File: config.mk
export PLATFORM = sky130hd
export DESIGN_NAME = piezo_alert_ctrl
export DESIGN_NICKNAME = d
export VERILOG_FILES = /design/src/rtl/piezo_alert_ctrl.sv
export SDC_FILE = /design/constraint.sdc
export NUM_CORES = 1
export LEC_CHECK = 0
export ABC_AREA = 1
export BUFFER_PORTS_ARGS = -buffer_cell sky130_fd_sc_hd__buf_2
export CAP_MARGIN = 20
export CORE_MARGIN = 2
export CORE_UTILIZATION = 59
export DETAILED_ROUTE_END_ITERATION = 10
export GPL_TIMING_DRIVEN = 0
export PLACE_DENSITY_LB_ADDON = 0.1
export RECOVER_POWER = 50
export SLEW_MARGIN = 10
export SYNTH_ARGS = -nofsm -noshare
export SYNTH_HDL_FRONTEND = slang
export SYNTH_SLANG_ARGS = --single-unit
File: constraint.sdc
create_clock -name clk -period 4.9 [get_ports clk]
set_input_delay 0.245 -clock clk [delete_from_list [all_inputs] [get_ports clk]]
set_output_delay 0.245 -clock clk [all_outputs]
set_load 0.02 [all_outputs]
File: src/rtl/piezo_alert_ctrl.sv
// rtl/piezo_alert_ctrl.sv - alert conditioning (debounce, hysteresis, hold) ahead of the piezo driver
// Define BATT_LATCH_EN to make batt_low sticky until reset.
module piezo_alert_ctrl #(
    parameter logic [11:0] BATT_LOW_TH = 12'h800,
    parameter logic [11:0] BATT_HYST   = 12'h040,
    parameter logic [3:0]  BATT_CNT    = 4'd8,
    parameter logic [10:0] SPD_TH      = 11'd900,
    parameter logic [19:0] OVR_HOLD    = 20'd1_000_000
) (
    input  logic        clk,
    input  logic        rst_n,
    input  logic        vld,
    input  logic [11:0] batt,
    input  logic [10:0] lft_spd,
    input  logic [10:0] rght_spd,
    input  logic        en_steer_in,
    output logic        en_steer,
    output logic        ovr_spd,
    output logic        batt_low,
    output logic        steer_en_clr_tmr
);

    typedef enum logic [1:0] {
        ST_OK      = 2'd0,
        ST_LOW_PND = 2'd1,
        ST_LOW     = 2'd2,
        ST_OK_PND  = 2'd3
    } batt_st_e;

    batt_st_e    st_q, st_d;
    logic [3:0]  cnt_q, cnt_d;
    logic [19:0] hold_q, hold_d;
    logic        en_steer_q;
    logic        ovr_q, ovr_d;
    logic        batt_low_q, batt_low_d;
    logic        any_prev_q;
    logic        clr_q, clr_d;
    logic        any_now;
    logic        over_smp;
    logic        batt_is_low;

    // -1024 has no positive 11-bit counterpart, so it saturates to 1023
    function automatic logic [10:0] spd_mag(input logic [10:0] s);
        if (!s[10])
            return s;
        if (s == 11'h400)
            return 11'h3FF;
        return (~s) + 11'd1;
    endfunction

    assign over_smp    = vld & ((spd_mag(lft_spd) > SPD_TH) | (spd_mag(rght_spd) > SPD_TH));
    assign batt_is_low = batt < BATT_LOW_TH;

`ifndef BATT_LATCH_EN
    logic [12:0] ok_th;
    logic        batt_is_ok;
    assign ok_th      = {1'b0, BATT_LOW_TH} + {1'b0, BATT_HYST};
    assign batt_is_ok = {1'b0, batt} >= ok_th;
`endif

    always_comb begin
        st_d  = st_q;
        cnt_d = cnt_q;
        if (vld) begin
            case (st_q)
                ST_OK: begin
                    if (batt_is_low) begin
                        if (BATT_CNT <= 4'd1) begin
                            st_d  = ST_LOW;
                            cnt_d = 4'd0;
                        end else begin
                            st_d  = ST_LOW_PND;
                            cnt_d = 4'd1;
                        end
                    end
                end
                ST_LOW_PND: begin
                    if (!batt_is_low) begin
                        st_d  = ST_OK;
                        cnt_d = 4'd0;
                    end else if (cnt_q + 4'd1 >= BATT_CNT) begin
                        st_d  = ST_LOW;
                        cnt_d = 4'd0;
                    end else begin
                        cnt_d = cnt_q + 4'd1;
                    end
                end
`ifdef BATT_LATCH_EN
                ST_LOW: begin
                    st_d  = ST_LOW;
                    cnt_d = 4'd0;
                end
                ST_OK_PND: begin
                    st_d  = ST_LOW;
                    cnt_d = 4'd0;
                end
`else
                ST_LOW: begin
                    if (batt_is_ok) begin
                        if (BATT_CNT <= 4'd1) begin
                            st_d  = ST_OK;
                            cnt_d = 4'd0;
                        end else begin
                            st_d  = ST_OK_PND;
                            cnt_d = 4'd1;
                        end
                    end
                end
                ST_OK_PND: begin
                    if (!batt_is_ok) begin
                        st_d  = ST_LOW;
                        cnt_d = 4'd0;
                    end else if (cnt_q + 4'd1 >= BATT_CNT) begin
                        st_d  = ST_OK;
                        cnt_d = 4'd0;
                    end else begin
                        cnt_d = cnt_q + 4'd1;
                    end
                end
`endif
                default: begin
                    st_d  = ST_OK;
                    cnt_d = 4'd0;
                end
            endcase
        end
    end

    assign batt_low_d = (st_d == ST_LOW) | (st_d == ST_OK_PND);

    // ovr_spd follows the pre-decrement count, so it drops one clock after the count hits 0
    assign hold_d = over_smp ? OVR_HOLD : ((hold_q != 20'd0) ? hold_q - 20'd1 : 20'd0);
    assign ovr_d  = over_smp | (hold_q != 20'd0);

    assign any_now = en_steer_q | ovr_q | batt_low_q;
    assign clr_d   = any_prev_q & ~any_now;

    always_ff @(posedge clk) begin
        if (!rst_n) begin
            st_q       <= ST_OK;
            cnt_q      <= 4'd0;
            hold_q     <= 20'd0;
            en_steer_q <= 1'b0;
            ovr_q      <= 1'b0;
            batt_low_q <= 1'b0;
            any_prev_q <= 1'b0;
            clr_q      <= 1'b0;
        end else begin
            st_q       <= st_d;
            cnt_q      <= cnt_d;
            hold_q     <= hold_d;
            en_steer_q <= en_steer_in;
            ovr_q      <= ovr_d;
            batt_low_q <= batt_low_d;
            any_prev_q <= any_now;
            clr_q      <= clr_d;
        end
    end

    assign en_steer         = en_steer_q;
    assign ovr_spd          = ovr_q;
    assign batt_low         = batt_low_q;
    assign steer_en_clr_tmr = clr_q;

endmodule

Word-level counts from Yosys, hierarchy flattened
Index checks and enable logic that the tools add are counted.

Register bits after elaboration: 31. Input port bits: 38. Output and inout bits: 4. Word-level logic and storage cells: 71.

$add $sub $neg: 4. Order comparisons: 5. Equality and inequality tests: 9. Muxes and demuxes: 28. Bitwise gates (word level): 12. Reduce and logical (&&, ||, !) cells: 4.

Operator list (count): $mux W11 (8); $mux W20 (2); $add A11 B1 Y11 const B (2); $eq A11 B11 Y1 const B (2); $gt A11 B10 Y1 const B (2); $not A11 Y11 (2); $mux W4 (5); $reduce_bool A20 Y1 (1); $sub A20 B1 Y20 const B (1); $pmux W4 S4 (1); $mux W2 (7); $ge A12 B12 Y1 const B (1); $lt A12 B12 Y1 const B (1); $eq A2 B2 Y1 const B (4); $pmux W2 S4 (1); $or A1 B1 Y1 (5); $add A4 B1 Y4 const B (1); $ge A4 B4 Y1 const B (1); $mux W1 (4); $ne A2 B2 Y1 const B (2); $not A1 Y1 (3); $reduce_and A3 Y1 (1); $reduce_or A3 Y1 (1); $and A1 B1 Y1 (2); 2 further kinds (2).

Depth between registers and ports, before layout
Depth after elaboration: 9. Gate-level depth with buffers: 16. Depth with buffers taken out: 15.

Worst setup path before layout
Ideal clock, no wire load.

Path type: in2reg. Start: input port lft_spd[0]. End: register hold_q[2]. Setup time: 0.117 ns. Arrival: 1.437 ns. Data required time: 4.783 ns. Slack: 3.346 ns. Stages on the path: 14. Buffers on the path: 1. Cells stage by stage: inv_1 > ha_1 > nand3_1 > nor2_1 > nand2_1 > nand3_1 > nand3_1 > nor2_1 > nand2_1 > nand2_1 > nand2_2 > nand2_2 > buf_6 > nor2_2.

Cells in the longest elaborated chain, start to end: 9. Elaborated cells between the ends (all ways): 13. Those cells by class: 1 x add/sub; 1 x order compare; 1 x eq/ne; 6 x mux; 3 x bitwise; 1 x reduce/logical.

RTL lines: start: declaration (RTL line 14) `input logic [10:0] lft_spd,`; parallel branches: the longest is 4 deep, another holds $add A11 B1 Y11; $mux W11 * (RTL line 46) `if (s == 11'h400)`; $gt A11 B10 Y1 * (RTL line 51) `assign over_smp = vld & ((spd_mag(lft_spd) > SPD_TH) | (spd_mag(rght_spd) > SPD_TH));`; $or A1 B1 Y1 * (RTL line 51); $and A1 B1 Y1 * (RTL line 51); $reduce_or A3 Y1 (no source line) *; end signal: assignment (RTL line 151) `hold_q <= hold_d;`; end: declaration (RTL line 32) `logic [19:0] hold_q, hold_d;`.

Mark *: on every way between the ends. The select of a mux whose other input is x is not followed. A chain may end at the register's enable or synchronous reset.

Final worst setup path
Start: register hold_q[0]. End: register hold_q[7].

Cells in the longest elaborated chain, start to end: 3. Elaborated cells between the ends (all ways): 4. Those cells by class: 1 x add/sub; 1 x bitwise; 2 x reduce/logical.

RTL lines: parallel branches: the longest is 3 deep, another holds $sub A20 B1 Y20.

Several ways; the timed one is not identified.

==> flow_metrics.tcl <==
set metrics [dict create \
    grt_first_pass_wirelength_um 7780 \
    cts.path.max_buffers 2 \
    slew_violations 0 \
    design.die.area_um2 4020 \
    antenna_cells 0 \
    wl_per_cell_um 9.65 \
    finalSetupViolCount 0 \
    drt_iter0_drc 104 \
    period_share_pct 37.9 \
    ios 42 \
    tns_ns 0 \
    worstPathRequired_ns 5.12 \
    via_per_inst 4.91 \
    syn_inst 325 \
    max-slew-margin-rel_pct 69.9 \
    cap_violations 0 \
    synth_top_area_cell "dfxtp_1" \
    ys_top_cells_by_area "dfxtp_1 (30%), nand2_1 (14%), nor2_1 (8.5%), inv_1 (7.7%), nand3_1 (5.8%)" \
    synthesis.area_um2 2080 \
    cts_max_level 2 \
    hp-start "en_steer_in" \
    vias 2031 \
    cp_max_fo 10 \
    ant_nets 0 \
    ys_types 28 \
    peakVddDrop_uv 273 \
    die_y_um 63.4 \
    core_area_um2 3360 \
    cts_sinks 31 \
    final_hold_viol_count 0 \
    io_buffers 35 \
    grt.overflow.total 0 \
    final_util_pct 70.1 \
    drt-total-wl_um 3990 \
    root_buffer "clkbuf_4" \
    worst_slew_pin_slew_ns 0.446 \
    drt-pass1-iter-count 4 \
    hold_slack_ns 0.105 \
    ctsResizeCount 0 \
    synthFlopType "dfxtp_1" \
    dp_hpwl_um 3280 \
    synth.top_cell.area_share_pct 29.8 \
    cp-start-kind "flop" \
    yosysSeqAreaShare_pct 29.8 \
    r2r-start "hold_q[0]$_SDFF_PP0_" \
    clk_pin_slew_ns 0.09 \
    worstPathArrival_ns 2.08 \
    drc 0 \
    gp_congestion 0.864 \
    cts_tree "done" \
    leakage_nw 1.17 \
    clock_skew_ns 0.0129 \
    ctsHoldBuffers 0 \
    fmax_ghz 0.538 \
    nets 410 \
    std_cell_rows 21 \
    cts_buffers 5 \
    grt_pass1_vias 1962 \
    cp-end-kind "flop" \
    syn2layout_area_growth_pct 13.1 \
    yosysWarnings 0 \
    synth_edf_count 0 \
    synth.avg_cell_area_um2 6.41 \
    ys_seq_elements 31 \
    pre_cts_ws_ns 2.98 \
    drive_above_1_share_pct 17.1 \
    grt_start_max_net_pins 11 \
    rsz0062_at_grt "no" \
    path_class "flop to flop" \
    grt_usage_pct 23.5 \
    die_w_um 63.4 \
    async_flop_share_pct 0 \
    start_util_pct 62.0 \
    period_needed_ns 1.86 \
    clock_latency_ns 0.32 \
    antenna_found_initial 0 \
    syn_nets 368 \
    post_cts_buffers 0 \
    run_status "completed" \
    fin_ws_ns 3.04 \
    hold_path.class "primary input to flop" \
    critPathLaunch "hold_q[0]$_SDFF_PP0_" \
    powerDensity_nw_per_um2 475 \
]
registers in the layout, summed over array words and instances, names as in the netlist:
signal and flops:
any_prev_q 1, batt_low 1, st_q 2, hold_q 20
en_steer 1, cnt_q 4, ovr_spd 1, steer_en_clr_tmr 1
per-layer routing:
| layer | vias to the layer above | part of all wire (%) | GRT usage [%] |
|---|---|---|---|
| met5 | - | 0 | 0 |
| met3 | 5 | 3.4 | 6.43 |
| li1 | 1111 | - | - |
| met1 | 879 | 51 | 30.0 |
| met4 | 0 | 0.53 | 4.08 |
| met2 | 36 | 45 | 40.0 |
report_power, final:
| group | total [mW] | leakage, nW | internal [mW] | switching, mW |
|---|---|---|---|---|
| registers | 0.405 | 0.255 | 0.336 | 0.0689 |
| clock network | 0.138 | 0.0293 | 0.0559 | 0.0826 |
| logic | 0.578 | 0.883 | 0.234 | 0.344 |
| total | 1.12 | 1.17 | 0.625 | 0.496 |
cell families after synthesis:
group	count (synthesis)	synth area share [%]
AND/OR/NAND/NOR	193	41.4
buffers and inverters	49	9.90
flip-flops	31	29.8
AO/OA/AOI/OAI	28	7.92
XOR/XNOR	19	7.98
adder cells (fa/ha/maj)	5	3.00
final cells by class:
cell class / instances / area [um2]
inverter: 45 / 169
tap: 46 / 57.6
fill: 348 / 1000
multi-input combinational: 245 / 1250
sequential: 31 / 621
clock inverter: 1 / 5.00
timing repair buffer: 35 / 169
clock buffer: 7 / 45.0
buffer: 4 / 37.5
layout by cell type, fill, tap and decap left out, types with 4 or more instances in the layout:
cell type and count:
nand2_1 81, nor2_1 47, inv_1 44, dfxtp_1 31
buf_2 30, nand3_1 24, nor2_2 16, xor2_1 13
o21ai_0 10, nand4_1 8, clkbuf_1 8, a21oi_1 7
xnor2_1 6, nor3_1 5, ha_1 5, clkbuf_4 5
nand3b_1 4
final timing paths:
check	endpoint	cells past startpoint	slack, ns
setup / recovery	hold_q[7]$_SDFF_PP0_	10	3.04
hold / removal	en_steer$_SDFF_PN0_	3	0.11
setup reg to reg	hold_q[7]$_SDFF_PP0_	10	3.04
hold reg to reg	hold_q[0]$_SDFF_PP0_	1	0.43
cells in the mapped netlist (2+ instances only):
cell / n
xnor2_1: 6
dfxtp_1: 31
nand3b_1: 4
nor3_1: 5
buf_6: 3
a21oi_2: 2
o21ai_0: 10
nand2_2: 4
inv_2: 2
nand4_1: 8
inv_1: 43
nand2_1: 80
o21bai_1: 2
xor2_1: 13
ha_1: 5
o21ai_1: 3
nor4_1: 3
nand3_1: 24
nor2_1: 47
a21oi_1: 7
nor2_2: 16
worst max-delay path, stage by stage, from the launching register on:
cell and delay, ns:
dfxtp_1 0.32, inv_1 0.11, ha_1 0.16, nand2_1 0.06
nor4_1 0.34, nand4_1 0.12, nand2_1 0.17, inv_1 0.14
nand2_2 0.13, buf_6 0.18, nor2_2 0.04
metrics by stage:
stage	total power [mW]	instance area, um2	std cells
6_report	1.12	2360	414
5_1_grt	1.25	2360	414
4_1_cts	1.13	2370	414
3_5_place_dp	0.994	2320	406
3_3_place_gp	0.976	2320	406
2_1_floorplan	0.883	2080	325
Note: power is estimated with default switching activity, not from simulation.
